`src/rtl/reg_bank_write_arbiter_if.sv`:
```
// reg_bank_write_arbiter_if: requester-side and bank-side signals of the register-bank write arbiter
//   master modport (requesters/bench): drives req, addr, wdata; observes gnt, grant_id, busy, addr_err, reg_en, reg_d
//   slave modport (arbiter): reads req, addr, wdata; drives gnt, grant_id, reg_en, reg_d, busy, addr_err
//   addr slice i = [i*AW +: AW], wdata slice i = [i*W +: W]
interface reg_bank_write_arbiter_if #(
    parameter int N_REQ = 4,
    parameter int W     = 8,
    parameter int N_REG = 8
);
    localparam int AW = $clog2(N_REG);
    localparam int IW = $clog2(N_REQ);
    logic [N_REQ-1:0]    req;
    logic [N_REQ*AW-1:0] addr;
    logic [N_REQ*W-1:0]  wdata;
    logic [N_REQ-1:0]    gnt;
    logic [IW-1:0]       grant_id;
    logic [N_REG-1:0]    reg_en;
    logic [W-1:0]        reg_d;
    logic                busy;
    logic                addr_err;
    modport master (
        output req, addr, wdata,
        input  gnt, grant_id, reg_en, reg_d, busy, addr_err
    );
    modport slave (
        input  req, addr, wdata,
        output gnt, grant_id, reg_en, reg_d, busy, addr_err
    );
endinterface

```
`src/rtl/reg_bank_write_arbiter.sv`:
```
// reg_bank_write_arbiter: round-robin arbiter granting one of N_REQ writers per cycle onto a shared N_REG x W register bank
//   clk, rst        clock (rising edge), asynchronous active-high reset
//   bus (slave)     req/addr/wdata in; gnt, grant_id, reg_en, reg_d, busy, addr_err out (all registered)
//   Optional REG_ARB_BURST_EN: adds MAX_BURST; the grant holder keeps the bus while requesting, yielding
//   after MAX_BURST consecutive grants only if another requester is pending.
module reg_bank_write_arbiter #(
    parameter int N_REQ     = 4,
    parameter int W         = 8,
    parameter int N_REG     = 8
`ifdef REG_ARB_BURST_EN
    ,
    parameter int MAX_BURST = 4
`endif
) (
    input logic clk,
    input logic rst,
    reg_bank_write_arbiter_if.slave bus
);
    localparam int AW = $clog2(N_REG);
    localparam int IW = $clog2(N_REQ);

    typedef enum logic {IDLE, GRANT} state_t;

    state_t           state_q, state_d;
    logic [N_REQ-1:0] gnt_q, gnt_d;
    logic [IW-1:0]    grant_id_q, grant_id_d;
    logic [N_REG-1:0] reg_en_q, reg_en_d;
    logic [W-1:0]     reg_d_q, reg_d_d;
    logic             addr_err_q, addr_err_d;
    logic [IW-1:0]    rr_ptr_q, rr_ptr_d;
    logic [N_REQ-1:0] elig;
    logic [IW-1:0]    win;
    logic [AW-1:0]    waddr;
    logic             any, addr_ok;
`ifdef REG_ARB_BURST_EN
    localparam int BW = $clog2(MAX_BURST + 1);
    logic [BW-1:0]    burst_q, burst_d;
    logic             keep;
`endif

    // First eligible index at or after p (mod N_REQ); scanning downward lets the nearest one win.
    function automatic logic [IW-1:0] rr_pick(input logic [N_REQ-1:0] e, input logic [IW-1:0] p);
        rr_pick = '0;
        for (int k = N_REQ - 1; k >= 0; k--)
            if (e[(int'(p) + k) % N_REQ]) rr_pick = IW'((int'(p) + k) % N_REQ);
    endfunction

    always_comb begin
`ifdef REG_ARB_BURST_EN
        // burst_q counts repeat grants after the first; at MAX_BURST-1 the holder yields only to a pending rival
        keep = |(bus.req & gnt_q) && (burst_q != BW'(MAX_BURST - 1) || (bus.req & ~gnt_q) == '0);
        elig = keep ? gnt_q : bus.req & ~gnt_q;
`else
        // a requester just granted sits out one arbitration, so held requests rotate
        elig = bus.req & ~gnt_q;
`endif
        any        = |elig;
        win        = rr_pick(elig, rr_ptr_q);
        waddr      = bus.addr[int'(win)*AW +: AW];
        addr_ok    = int'(waddr) < N_REG;
        state_d    = any ? GRANT : IDLE;
        gnt_d      = '0;
        reg_en_d   = '0;
        if (any) gnt_d[win] = 1'b1;
        if (any && addr_ok) reg_en_d[waddr] = 1'b1;
        grant_id_d = any ? win : grant_id_q;
        reg_d_d    = any ? bus.wdata[int'(win)*W +: W] : reg_d_q;
        addr_err_d = any && !addr_ok;
`ifdef REG_ARB_BURST_EN
        rr_ptr_d   = (any && !keep) ? IW'((int'(win) + 1) % N_REQ) : rr_ptr_q;
        burst_d    = (keep && burst_q != BW'(MAX_BURST - 1)) ? burst_q + 1'b1 : '0;
`else
        rr_ptr_d   = any ? IW'((int'(win) + 1) % N_REQ) : rr_ptr_q;
`endif
    end

    always_ff @(posedge clk or posedge rst) begin
        if (rst) begin
            state_q    <= IDLE;
            gnt_q      <= '0;
            grant_id_q <= '0;
            reg_en_q   <= '0;
            reg_d_q    <= '0;
            addr_err_q <= 1'b0;
            rr_ptr_q   <= '0;
        end else begin
            state_q    <= state_d;
            gnt_q      <= gnt_d;
            grant_id_q <= grant_id_d;
            reg_en_q   <= reg_en_d;
            reg_d_q    <= reg_d_d;
            addr_err_q <= addr_err_d;
            rr_ptr_q   <= rr_ptr_d;
        end
    end

`ifdef REG_ARB_BURST_EN
    always_ff @(posedge clk or posedge rst) begin
        if (rst) burst_q <= '0;
        else     burst_q <= burst_d;
    end
`endif

    assign bus.gnt      = gnt_q;
    assign bus.grant_id = grant_id_q;
    assign bus.reg_en   = reg_en_q;
    assign bus.reg_d    = reg_d_q;
    assign bus.busy     = state_q == GRANT;
    assign bus.addr_err = addr_err_q;
endmodule
```
`src/flat_wrapper.sv`:
```
// flat-port wrapper written by rule: the top's interface ports become plain ports
module reg_bank_write_arbiter_flat 
#(
    parameter int N_REQ     = 4,
    parameter int W         = 8,
    parameter int N_REG     = 8

)
  (clk, rst, bus_req, bus_addr, bus_wdata, bus_gnt, bus_grant_id, bus_reg_en, bus_reg_d, bus_busy, bus_addr_err);
  reg_bank_write_arbiter_if #(.N_REQ(N_REQ), .W(W), .N_REG(N_REG)) bus_i ();
  input logic clk;
  input logic rst;
  input wire logic [$bits(bus_i.req)-1:0] bus_req;
  input wire logic [$bits(bus_i.addr)-1:0] bus_addr;
  input wire logic [$bits(bus_i.wdata)-1:0] bus_wdata;
  output wire logic [$bits(bus_i.gnt)-1:0] bus_gnt;
  output wire logic [$bits(bus_i.grant_id)-1:0] bus_grant_id;
  output wire logic [$bits(bus_i.reg_en)-1:0] bus_reg_en;
  output wire logic [$bits(bus_i.reg_d)-1:0] bus_reg_d;
  output wire logic [$bits(bus_i.busy)-1:0] bus_busy;
  output wire logic [$bits(bus_i.addr_err)-1:0] bus_addr_err;
  assign bus_i.req = bus_req;
  assign bus_i.addr = bus_addr;
  assign bus_i.wdata = bus_wdata;
  assign bus_gnt = bus_i.gnt;
  assign bus_grant_id = bus_i.grant_id;
  assign bus_reg_en = bus_i.reg_en;
  assign bus_reg_d = bus_i.reg_d;
  assign bus_busy = bus_i.busy;
  assign bus_addr_err = bus_i.addr_err;
  reg_bank_write_arbiter #(.N_REQ(N_REQ), .W(W), .N_REG(N_REG)) u_core (.clk(clk), .rst(rst), .bus(bus_i));
endmodule
```
`config.mk`:
```
export PLATFORM = sky130hd
export DESIGN_NAME = reg_bank_write_arbiter_flat
export DESIGN_NICKNAME = d
export VERILOG_FILES = /design/src/rtl/reg_bank_write_arbiter_if.sv /design/src/rtl/reg_bank_write_arbiter.sv /design/src/flat_wrapper.sv
export SDC_FILE = /design/constraint.sdc
export NUM_CORES = 1
export LEC_CHECK = 0
export CORE_AREA = 4 4 63 65
export CTS_CLUSTER_DIAMETER = 150
export CTS_CLUSTER_SIZE = 40
export DETAILED_ROUTE_END_ITERATION = 10
export DIE_AREA = 0 0 67 69
export PLACE_DENSITY = 0.86
export RECOVER_POWER = 50
export SYNTH_ARGS = -nofsm -noshare
export SYNTH_HDL_FRONTEND = slang
export SYNTH_SLANG_ARGS = --single-unit
```
`constraint.sdc`:
```
create_clock -name clk -period 3.25 [get_ports clk]
set_clock_uncertainty 0.05 [all_clocks]
set_input_delay 0.65 -clock clk [delete_from_list [all_inputs] [get_ports clk]]
set_output_delay 0.65 -clock clk [all_outputs]
set_load 0.005 [all_outputs]
```
* After elaboration in Yosys (flattened, before gate mapping) *
Index checks and enable logic that the tools add are counted.
W data, S select, Z words.

word-level totals
  register bits = 25
  input bits = 50
  output and inout port bits = 24
  word-level logic and storage cells = 54

operators by class
  $add $sub $neg = 4
  multipliers = 1
  order comparisons = 8
  shift-type cells = 2
  muxes and demuxes = 22
  bitwise logic cells = 5
  reductions and logical operators = 6

operators with widths
  operator               number
  $shiftx A12 B32 Y3     1
  $shiftx A32 B6 Y8      1
  $lt A3 B4 Y1 const B   4
  $mux W1                10
  $bmux W1 S2            4
  $mux W2                4
  $mux W8                1
  $lt A2 B3 Y1 const B   2
  $reduce_or A2 Y1       3
  $add A2 B1 Y2 const B  2
  $add A2 B2 Y2 const B  2
  $and A4 B4 Y4          1
  $mul A2 B2 Y4 const B  1
  $mux W4                1
  $not A4 Y4             1
  $reduce_or A4 Y1       1
  $and A1 B1 Y1 const A  3
  $demux W1 S3           1
  $ge A3 B1 Y1 const B   1
  $demux W1 S2           1
  $ge A2 B1 Y1 const B   1
  $logic_and A1 B1 Y1    2

* Longest topological paths before layout *
Gate-level depths: netlist (run 1).

  word-level depth = 17
  mapped depth = 9
  gate-level depth less buffers = 7

* Worst setup path before layout (run 1) *
OpenSTA, ideal clock, no wires.

  path type = in2reg
  start = input port bus_req[2]
  end = register u_core.rr_ptr_q[1]
  setup time = 0.125 ns
  data arrival time = 2.303 ns
  data required time = 3.075 ns
  slack = 0.772 ns
  cell stages on the path = 8
  buffers on the path = 2
  path through = nor3b_1 > a21oi_1 > a32oi_2 > buf_4 > inv_1 > buf_2 > ha_1 > mux2_2

on the way
  word-level cells in the longest chain between the ends = 9
  elaborated cells between the ends (all ways) = 18
  classes of those cells = 1 x add/sub; 15 x mux; 1 x bitwise; 1 x reduce/logical

RTL lines
  element                                     line                          source
  start: declaration                          flat_wrapper.sv:13            input wire logic [$bits(bus_i.req)-1:0] bus_req;
  $and A4 B4 Y4 *                             reg_bank_write_arbiter.sv:55  elig = bus.req & ~gnt_q;
  $bmux W1 S2                                 reg_bank_write_arbiter.sv:45  if (e[(int'(p) + k) % N_REQ]) rr_pick = IW'((int'(p) + k) % N_REQ);
  $mux W1 (not written as such) (2 in a row)  reg_bank_write_arbiter.sv:45
  $mux W2 (3 in a row)                        reg_bank_write_arbiter.sv:45
  $mux W2 *                                   reg_bank_write_arbiter.sv:45
  named net u_core.win[0]                     reg_bank_write_arbiter.sv:32  logic [IW-1:0] win;
  $add A2 B1 Y2 *                             reg_bank_write_arbiter.sv:73  rr_ptr_d = any ? IW'((int'(win) + 1) % N_REQ) : rr_ptr_q;
  end signal: assignment                      reg_bank_write_arbiter.sv:93  rr_ptr_q <= rr_ptr_d;
  end: declaration                            reg_bank_write_arbiter.sv:30  logic [IW-1:0] rr_ptr_q, rr_ptr_d;

The timed path passes the listed nets; every way through them passes the cells marked *. The select of a mux whose other input is x is not followed.
A chain may end at the register's enable or synchronous reset.

* Final worst setup path (run 1) *
  start = input port bus_req[1]
  end = register u_core.reg_en_q[6] (netlist: u_core.bus.reg_en[6])

on the way
  word-level cells in the longest chain between the ends = 15
  elaborated cells between the ends (all ways) = 25
  classes of those cells = 1 x mul; 2 x order compare; 1 x shift; 18 x mux; 1 x bitwise; 2 x reduce/logical

RTL lines
  element                                                                    line                          source
  $and A4 B4 Y4 *                                                            reg_bank_write_arbiter.sv:55
  $bmux W1 S2                                                                reg_bank_write_arbiter.sv:45
  $mux W1 (not written as such) (2 in a row)                                 reg_bank_write_arbiter.sv:45
  $mux W2 (4 in a row)                                                       reg_bank_write_arbiter.sv:45
  $mul A2 B2 Y4                                                              reg_bank_write_arbiter.sv:59  waddr = bus.addr[int'(win)*AW +: AW];
  $shiftx A12 B32 Y3                                                         reg_bank_write_arbiter.sv:59
  $lt A3 B4 Y1 (not written as such) / $ge A3 B1 Y1 (equally long branches)  reg_bank_write_arbiter.sv:65  if (any && addr_ok) reg_en_d[waddr] = 1'b1;
  $logic_and A1 B1 Y1 (not written as such)                                  reg_bank_write_arbiter.sv:65
  $mux W1 (not written as such)                                              reg_bank_write_arbiter.sv:65
  $demux W1 S3                                                               -
  $mux W8 *                                                                  reg_bank_write_arbiter.sv:65
  named net u_core.reg_en_d[6]                                               reg_bank_write_arbiter.sv:27  logic [N_REG-1:0] reg_en_q, reg_en_d;
  end signal: assignment                                                     reg_bank_write_arbiter.sv:90  reg_en_q <= reg_en_d;
  end: declaration                                                           reg_bank_write_arbiter.sv:27

Marked as above.

==> impl_metrics.tcl, run 1 <==
set metrics [dict create \
    i_o_pins 74 \
    timing.hold.worst.start "u_core.bus.grant_id[0]$_DFFE_PP0P_" \
    status "finished clean" \
    synth.top_cells.by_area "dfrtp_1 (45%), mux2_2 (8.1%), mux2_4 (5.4%)" \
    ys_seq_area_frac 0.451 \
    drv_slew 0 \
    ctsHoldBuffers 0 \
    reg2reg_from "u_core.bus.gnt[0]$_DFF_PP0_" \
    grt_pass1_wl_um 5780 \
    clock_tree.root_cell "clkbuf_4" \
    antennaDiodeCount 0 \
    worst_skew_pair.late_latency_ns 0.31 \
    grt_max_degree 26 \
    antenna_found_initial 0 \
    drt-pass1-iter-count 4 \
    clockBufferDepth 2 \
    synth-simple-area-share 0.165 \
    post-route-drc-count 0 \
    critical_path_class "input pin to flop" \
    utilization_after_layout 0.648 \
    first_global_vias 1265 \
    finalNetCount 260 \
    route.vias.total 1240 \
    gr-usage-all-layers 0.156 \
    post_cts_resized 0 \
    sequential_cell_area_um2 626 \
    placement.io_buffers 72 \
    clock.fmax_mhz 360 \
    final_area_um2 2160 \
    grt_setup_unrepaired "false" \
    dr.first_iter.drc_count 63 \
    timing.final.ws_setup_ns 0.474 \
    synth.avg_cell_area_um2 10.4 \
    place_area_um2 2140 \
    synth_edf_count 0 \
    tritoncts "done" \
    post-route-period-util 0.854 \
    cts_inserted_buffers 3 \
    arithmetic_cell_share_of_the_synthesized_area_counting_full_adders_half_adders_and_majority_gates 0.0361 \
    tritoncts_num_sinks 25 \
    post_synth_net_total 187 \
    path_max_fanout 12 \
    placeableCoreArea_um2 3340 \
    synth_area_um2 1390 \
    post_synth_xor_area_fraction 0 \
    number_of_hold_slack_violations_in_the_final_timing_report 0 \
    timing.critical_path.arrival_ns 2.95 \
    muxShareOfSynthArea 0.164 \
    post-cts-setup-buffers 0 \
    post_synth_inst_count 133 \
    cp_data_required_time_ns 3.43 \
    synth_cell_types 31 \
    synth_compound_area_frac 0.125 \
    timing.slew.headroom 0.404 \
    p_leak_nw 0.944 \
    floorplan.die_area_um2 4620 \
    synth_ff_type "dfrtp_1" \
    max_cap_viol_count 0 \
    worstSetupStartpoint "bus_req[1]" \
    dominant_combinational_cell_family_by_area_after_synthesis "simple AND/OR/NAND/NOR gates" \
    start_kind "input pin" \
    seq_cells_post_synth 25 \
    post-synth-top-area-fraction 0.451 \
    async_reset_ff_frac 1.00 \
    ff2ff_path_depth 7 \
    worst_hold_path_type "flop to flop" \
    fill_cells 285 \
    share_of_layout_cells_above_drive_strength_1 0.122 \
    detail_route.vias_per_cell 4.94 \
    area_growth_syn_to_layout_pct 56.0 \
    vdd.ir_drop.worst_uv 306 \
    worst_setup_slack_post_dpl_ns 0.140 \
    drt-total-wl_um 3460 \
    yosys.area.top_type "dfrtp_1" \
    tightestPinTransition_ns 0.893 \
    dpl.hpwl_um 2780 \
    post_route_setup_tns_ns 0 \
    routed_wire_length_per_instance_um 13.8 \
    cts.clk_slew.worst_paths_ns 0.13 \
    routabilityCongestion 0.817 \
    chipWidth_um 67 \
    post-layout-total-power_w 0.00176 \
    cp-end-kind "flop" \
    ctsHtreeMaxLevel 1 \
    power-per-cell-area_nw_per_um2 815 \
    finalSetupViolations 0 \
    timing.hold.worst_path_depth 2 \
    detail-route-antenna-nets 0 \
    multiInputGateArea_um2 683 \
    start_util 0.415 \
    chipHeight_um 69 \
    num_rows 21 \
    period_minus_slack_ns 2.78 \
    grt_remaining_overflow 0 \
    synth_warnings 0 \
]
## logic make-up (layout without fill, tap and decap cells)
family,count (synthesis),in the layout
multiplexers,19,19
buffers and inverters,14,86
AND/OR/NAND/NOR,45,45
other,1,1
AO/OA/AOI/OAI,25,25
adder cells (fa/ha/maj),4,4
flip-flops,25,25
## worst max-delay path, cell delays in order
cell             delay [ns]
clkdlybuf4s50_1        0.41
nor2b_2                0.16
a2111oi_1              0.36
o32a_1                 0.41
buf_4                  0.28
mux2i_1                0.28
a22oi_1                0.17
nor3_1                 0.23
## report_power, final
| group | switching (W) | total (W) | internal [W] |
|---|---|---|---|
| Clock | 0.0000863 | 0.000134 | 0.0000479 |
| Combinational | 0.000500 | 0.00109 | 0.000594 |
| Sequential | 0.0000749 | 0.000534 | 0.000459 |
| Total | 0.000662 | 0.00176 | 0.00110 |
## per-layer routing
layer  GRT usage  share of wire  routed length [µm]
met3      0.0666           0.11                 388
met1       0.197           0.41                1430
met2       0.253           0.47                1610
met5           0              0                   0
met4      0.0203         0.0061                  21
## state kept, by name (all words and copies together) (netlist names)
name	cells
u_core.bus.busy	1
u_core.bus.reg_en	8
u_core.bus.reg_d	8
u_core.bus.gnt	4
u_core.bus.grant_id	2
u_core.rr_ptr_q	2
## placed cells by master, fill, tap and decap left out, types with 2 or more instances in the layout
master,instances
dlygate4sd3_1,11
o22ai_1,8
dfrtp_1,25
mux2i_1,4
mux2_4,5
clkbuf_4,3
ha_1,4
nor3_1,8
nor3b_1,2
a31oi_1,8
nand2_1,18
inv_1,6
mux2_2,10
nor2_1,4
o21ai_0,3
clkdlybuf4s50_1,61
buf_4,3
and2_1,5
nor2b_1,2
nand2b_1,2
clkbuf_1,2
## Yosys cell counts (2+ instances only)
cell and count:
inv_1 6, buf_4 2, buf_2 2, o22ai_1 8, o21ai_0 3, dfrtp_1 25
nor2b_1 2, mux2i_1 4, mux2_2 10, nor2_1 4, clkbuf_1 2, ha_1 4
and2_1 5, nor3b_1 2, a31oi_1 8, nand2_1 18, mux2_4 5, buf_6 2
nand2b_1 2, nor3_1 8
## layout make-up
cell class,instances,area share
Multi-Input combinational cell,94,0.316
Sequential cell,25,0.289
Clock buffer,4,0.0122
Tap cell,46,0.0266
Inverter,6,0.0104
Timing Repair Buffer,76,0.345
## worst paths after layout
check	endpoint	slack (ns)
setup / recovery	u_core.bus.reg_en[6]$_DFF_PP0_	0.47
setup reg to reg	u_core.bus.reg_en[6]$_DFF_PP0_	0.88
hold reg to reg	u_core.bus.grant_id[0]$_DFFE_PP0P_	0.50
hold / removal	u_core.bus.grant_id[0]$_DFFE_PP0P_	0.50
max in group asynchronous	u_core.bus.reg_d[3]$_DFFE_PP0P_	1.69
min in group asynchronous	u_core.bus.gnt[1]$_DFF_PP0_	0.92
## through the flow
step                      cells  hold slack [ns]
final                       251            0.495
after global routing        251            0.526
after floorplan             133            0.441
after CTS                   251            0.502
after detailed placement    247            0.479
after global placement      247            0.478
(Power assumes the default switching activity.)
==> inputs of run 2 (changes only) <==
--- a/config.mk
+++ b/config.mk
@@ -5,12 +5,13 @@
 export SDC_FILE = /design/constraint.sdc
 export NUM_CORES = 1
 export LEC_CHECK = 0
-export CORE_AREA = 4 4 63 65
+export CORE_AREA = 4 4 68 70
 export CTS_CLUSTER_DIAMETER = 150
 export CTS_CLUSTER_SIZE = 40
 export DETAILED_ROUTE_END_ITERATION = 10
-export DIE_AREA = 0 0 67 69
-export PLACE_DENSITY = 0.86
+export DIE_AREA = 0 0 72 74
+export DONT_BUFFER_PORTS = 1
+export PLACE_DENSITY = 0.51
 export RECOVER_POWER = 50
 export SYNTH_ARGS = -nofsm -noshare
 export SYNTH_HDL_FRONTEND = slang
==> impl_metrics.tcl, run 2 (synthesis results as in run 1) <==
set metrics [dict create \
    pwr-share-seq 0.377 \
    routabilityCongestion 0.795 \
    timing.final.ws_setup_ns 0.815 \
    drt-total-wl_um 3370 \
    grt_remaining_overflow 0 \
    holdWs_ns 0.439 \
    i_o_pins 74 \
    worst_skew_pair.late_latency_ns 0.27 \
    route.vias.total 997 \
    worst_hold_path_type "input pin to asynchronous set/reset pin" \
    grt_max_degree 26 \
    clock.fmax_mhz 411 \
    finalNetCount 187 \
    gr-usage-all-layers 0.128 \
    antennaDiodeCount 0 \
    tritoncts_num_sinks 25 \
    finalSetupViolations 0 \
    cp-end-kind "flop" \
    chipHeight_um 74 \
    antenna_found_initial 0 \
    post_cts_resized 0 \
    timing.critical_path.arrival_ns 2.56 \
    layout_commonest_cell "dfrtp_1" \
    path_max_fanout 9 \
    first_global_vias 1034 \
    status "finished clean" \
    p_int_w 0.000899 \
    ctsHoldBuffers 0 \
    detail_route.vias_per_cell 5.48 \
    post-route-drc-count 0 \
    tightestPinTransition_ns 0.972 \
    post-route-period-util 0.749 \
    start_kind "input pin" \
    power_switching_share 0.417 \
    drt-pass1-iter-count 4 \
    clock_tree.root_cell "clkbuf_8" \
    cp_data_required_time_ns 3.38 \
    r2r_setup_slack_ns 0.82 \
    routed_wire_length_per_instance_um 18.5 \
    ctsHtreeMaxLevel 1 \
    power.combinational.fraction 0.503 \
    cp_slowest_cell "o32a_1" \
    worst_setup_slack_post_dpl_ns 0.517 \
    path_common_cell "mux2_4" \
    max_cap_viol_count 0 \
    dpl.hpwl_um 2590 \
    cpPeakStageDelay_ns 0.53 \
    grt_setup_unrepaired "false" \
    start_util 0.349 \
    vdd.ir_drop.worst_uv 297 \
    post-layout-total-power_w 0.00154 \
    number_of_hold_slack_violations_in_the_final_timing_report 0 \
    detail-route-antenna-nets 0 \
    power-per-cell-area_nw_per_um2 1050 \
    post_route_setup_tns_ns 0 \
    timing.slew.headroom 0.351 \
    area_growth_syn_to_layout_pct 5.51 \
    grt_pass1_wl_um 5290 \
    drv_slew 0 \
    p_leak_nw 0.656 \
    critical_path_class "input pin to flop" \
    post-cts-setup-buffers 0 \
    utilization_after_layout 0.368 \
    share_of_layout_cells_above_drive_strength_1 0.197 \
    num_rows 23 \
    p_sw_w 0.000643 \
    clockBufferDepth 2 \
    dr.first_iter.drc_count 21 \
    placement.io_buffers 0 \
    tritoncts "done" \
    cts.clk_slew.worst_paths_ns 0.09 \
    cp_cell_instances "nor2b_2, a2111oi_1, o32a_1, mux2_4, mux2_4, nor3_1" \
    cts_inserted_buffers 3 \
    mostFrequentLayoutCells "dfrtp_1 (25), nand2_1 (18), mux2_2 (10)" \
    placeableCoreArea_um2 3970 \
    period_minus_slack_ns 2.44 \
    floorplan.die_area_um2 5330 \
    power.share.clock 0.120 \
    chipWidth_um 72 \
]
## run 2: cell types whose count changed in the layout (fill, tap and decap cells not counted), sizes merged
cell	delta
clkbuf	-2
clkdlybuf4s50	-61
clkinv	+1
dlygate4sd3	-11
## run 2: path summary, 6_finish.rpt
| kind | depth (start not counted) | startpoint | end |
|---|---|---|---|
| setup / recovery | 6 | bus_req[1] | u_core.bus.reg_en[0]$_DFF_PP0_ |
| hold / removal | 1 | rst | u_core.bus.reg_en[0]$_DFF_PP0_ |
| setup reg to reg | 6 | u_core.bus.gnt[0]$_DFF_PP0_ | u_core.bus.reg_en[0]$_DFF_PP0_ |
| hold reg to reg | 2 | u_core.rr_ptr_q[0]$_DFFE_PP0P_ | u_core.rr_ptr_q[0]$_DFFE_PP0P_ |
| max in group asynchronous | 1 | rst | u_core.bus.reg_d[1]$_DFFE_PP0P_ |
| min in group clk | 2 | bus_wdata[29] | u_core.bus.reg_d[5]$_DFFE_PP0P_ |
## run 2: layer usage
| layer | GRT usage | vias to the layer above | share of wire |
|---|---|---|---|
| met5 | 0 | - | 0 |
| met4 | 0.0313 | 0 | 0.0065 |
| met3 | 0.0392 | 2 | 0.11 |
| met2 | 0.223 | 53 | 0.49 |
| met1 | 0.156 | 480 | 0.40 |
| li1 | - | 462 | - |
## run 2: stage by stage
| stage | cell area (µm²) | std cells |
|---|---|---|
| final | 1460 | 182 |
| after global routing | 1460 | 182 |
| after CTS | 1460 | 182 |
| after detailed placement | 1420 | 178 |
| after global placement | 1420 | 178 |
| after floorplan | 1390 | 133 |
## run 2: power by group through the flow
| stage | registers, W | logic, W | clock network [W] |
|---|---|---|---|
| after floorplan | 0.000554 | 0.000673 | 0 |
| after global placement | 0.000590 | 0.000762 | 0 |
| after detailed placement | 0.000595 | 0.000792 | 0 |
| after CTS | 0.000589 | 0.000794 | 0.000193 |
| after global routing | 0.000599 | 0.000878 | 0.000203 |
| final | 0.000582 | 0.000776 | 0.000185 |
## run 2: worst max-delay path: cells and delay by family
| family | cells | cell delay [ns] |
|---|---|---|
| and+or+nand+nor | 2 | 0.36 |
| muxes | 2 | 0.64 |
| AOI/OAI and AO/OA | 2 | 0.91 |
## run 2: layout make-up
cell class / count / area (µm²)
fill: 416 / 2510
multi-input combinational: 94 / 683
sequential: 25 / 626
tap: 50 / 62.6
clock buffer: 3 / 41.3
timing repair buffer: 3 / 22.5
inverter: 6 / 22.5
clock inverter: 1 / 5.00
==> inputs of run 3 (changes only) <==
--- a/config.mk
+++ b/config.mk
@@ -11,7 +11,7 @@
 export DETAILED_ROUTE_END_ITERATION = 10
 export DIE_AREA = 0 0 72 74
 export DONT_BUFFER_PORTS = 1
-export PLACE_DENSITY = 0.51
+export PLACE_DENSITY = 0.53
 export RECOVER_POWER = 50
 export SYNTH_ARGS = -nofsm -noshare
 export SYNTH_HDL_FRONTEND = slang
==> constraint.sdc (replaced) <==
create_clock -name clk -period 2.2 [get_ports clk]
set_clock_uncertainty 0.05 [all_clocks]
set_input_delay 0.44 -clock clk [delete_from_list [all_inputs] [get_ports clk]]
set_output_delay 0.44 -clock clk [all_outputs]
set_load 0.005 [all_outputs]
==> impl_metrics.tcl, run 3 (synthesis results as in run 1) <==
set metrics [dict create \
    ctsHoldBuffers 0 \
    drt-pass1-iter-count 4 \
    detail-route-antenna-nets 0 \
    chipHeight_um 74 \
    tightestPinTransition_ns 0.700 \
    timing.critical_path.to "u_core.bus.reg_en[4]$_DFF_PP0_" \
    cts_inserted_buffers 3 \
    floorplan.die_area_um2 5330 \
    placement.io_buffers 0 \
    post-route-drc-count 0 \
    share_of_layout_cells_above_drive_strength_1 0.345 \
    gr-usage-all-layers 0.126 \
    path_common_cell "mux2_4" \
    route.vias.total 1033 \
    path_depth 7 \
    cts.clk_slew.worst_paths_ns 0.09 \
    tritoncts "done" \
    status "finished clean" \
    dr.first_iter.drc_count 36 \
    cp_slowest_cell "dfrtp_1" \
    power-per-cell-area_nw_per_um2 1580 \
    worst_r2r_endpoint "u_core.bus.reg_en[4]$_DFF_PP0_" \
    layout_commonest_cell "dfrtp_1" \
    worstSetupStartpoint "u_core.bus.gnt[1]$_DFF_PP0_" \
    reg2reg_from "u_core.bus.gnt[1]$_DFF_PP0_" \
    p_leak_nw 0.728 \
    worst_skew_pair.late_latency_ns 0.26 \
    finalNetCount 200 \
    cp_cell_instances "nor2b_2, a2111oi_4, o32a_1, buf_12, mux2_4, mux2_4, nor3_1" \
    post-route-period-util 0.970 \
    cp_top_family "multiplexers" \
    path_max_fanout 7 \
    drv_slew 0 \
    start_util 0.349 \
    cp_data_required_time_ns 2.33 \
    chipWidth_um 72 \
    antennaDiodeCount 0 \
    critPathBufInv 1 \
    start_kind "flop" \
    first_global_vias 1133 \
    clockBufferDepth 2 \
    timing.critical_path.arrival_ns 2.26 \
    mostFrequentLayoutCells "dfrtp_1 (25), nand2_1 (18), buf_4 (14)" \
    drt-total-wl_um 3350 \
    critical_path_class "flop to flop" \
    cp-end-kind "flop" \
    grt_remaining_overflow 0 \
    max_cap_viol_count 0 \
    timing.slew.headroom 0.533 \
    vdd.ir_drop.worst_uv 441 \
    ff2ff_path_depth 7 \
    post_route_setup_tns_ns 0 \
    worst_setup_slack_post_dpl_ns -0.0891 \
    ctsHtreeMaxLevel 1 \
    timing.final.ws_setup_ns 0.0664 \
    finalSetupViolations 0 \
    num_rows 23 \
    routed_wire_length_per_instance_um 17.2 \
    post-layout-total-power_w 0.00260 \
    clock.fmax_mhz 469 \
    grt_pass1_wl_um 5200 \
    detail_route.vias_per_cell 5.30 \
    routabilityCongestion 0.815 \
    number_of_hold_slack_violations_in_the_final_timing_report 0 \
    clock_tree.root_cell "clkbuf_8" \
    i_o_pins 74 \
    area_growth_syn_to_layout_pct 18.8 \
    tritoncts_num_sinks 25 \
    grt_max_degree 20 \
    placeableCoreArea_um2 3970 \
    dpl.hpwl_um 2590 \
    worst_hold_path_type "input pin to asynchronous set/reset pin" \
    antenna_found_initial 0 \
    period_minus_slack_ns 2.13 \
    r2r_setup_slack_ns 0.07 \
    cpPeakStageDelay_ns 0.41 \
]
==> run 3: worst min-delay path by stage <==
stage               cells after the start                             end  start
finish                                  1  u_core.bus.reg_en[5]$_DFF_PP0_    rst
global route                            1  u_core.bus.reg_en[6]$_DFF_PP0_    rst
CTS                                     1  u_core.bus.reg_en[6]$_DFF_PP0_    rst
detailed placement                      1  u_core.bus.reg_en[2]$_DFF_PP0_    rst
global placement                        1  u_core.bus.reg_en[2]$_DFF_PP0_    rst
floorplan                               1       u_core.bus.busy$_DFF_PP0_    rst
==> run 3: power breakdown <==
part	leakage [nW]	total [W]	switching, W	internal (W)
sequential	0.309	0.000854	0.000171	0.000683
clock	0.0228	0.000266	0.000137	0.000129
combinational	0.397	0.00148	0.000751	0.000732
==> run 3: timing repair <==
item / in CTS / in global routing
buffers inserted: 0 / 1
setup endpoints to repair: 0 / 13
gates resized for setup: 0 / 15
==> run 3: through the flow <==
stage          hold slack [ns]  instances  area, µm²  utilization
6_report                0.0158        195       1650        0.415
5_1_grt                 0.0528        195       1650        0.415
4_1_cts                 0.0255        194       1570        0.395
3_5_place_dp             0.319        190       1520        0.384
3_3_place_gp             0.318        190       1520        0.384
2_1_floorplan            0.417        133       1400            -
==> run 3: metal layers <==
layer  share of wire  vias to the layer above  global-route usage
met5               0                        -                   0
met4          0.0051                        0              0.0438
met3           0.094                        2              0.0365
met2            0.54                       48               0.224
met1            0.36                      494               0.144
li1                -                      489                   -
==> run 3: worst register-to-register path, cell delays in order (launching register included) <==
cell,delay (ns)
dfrtp_1,0.41
nor2b_2,0.19
a2111oi_4,0.07
o32a_1,0.38
buf_12,0.15
mux2_4,0.30
mux2_4,0.30
nor3_1,0.19
==> run 3: area by class of cell <==
type	count	area (µm²)
fill	388	2320
multi-input combinational	94	762
sequential	25	626
timing repair buffer	16	129
tap	50	62.6
clock buffer	4	45.0
inverter	6	22.5
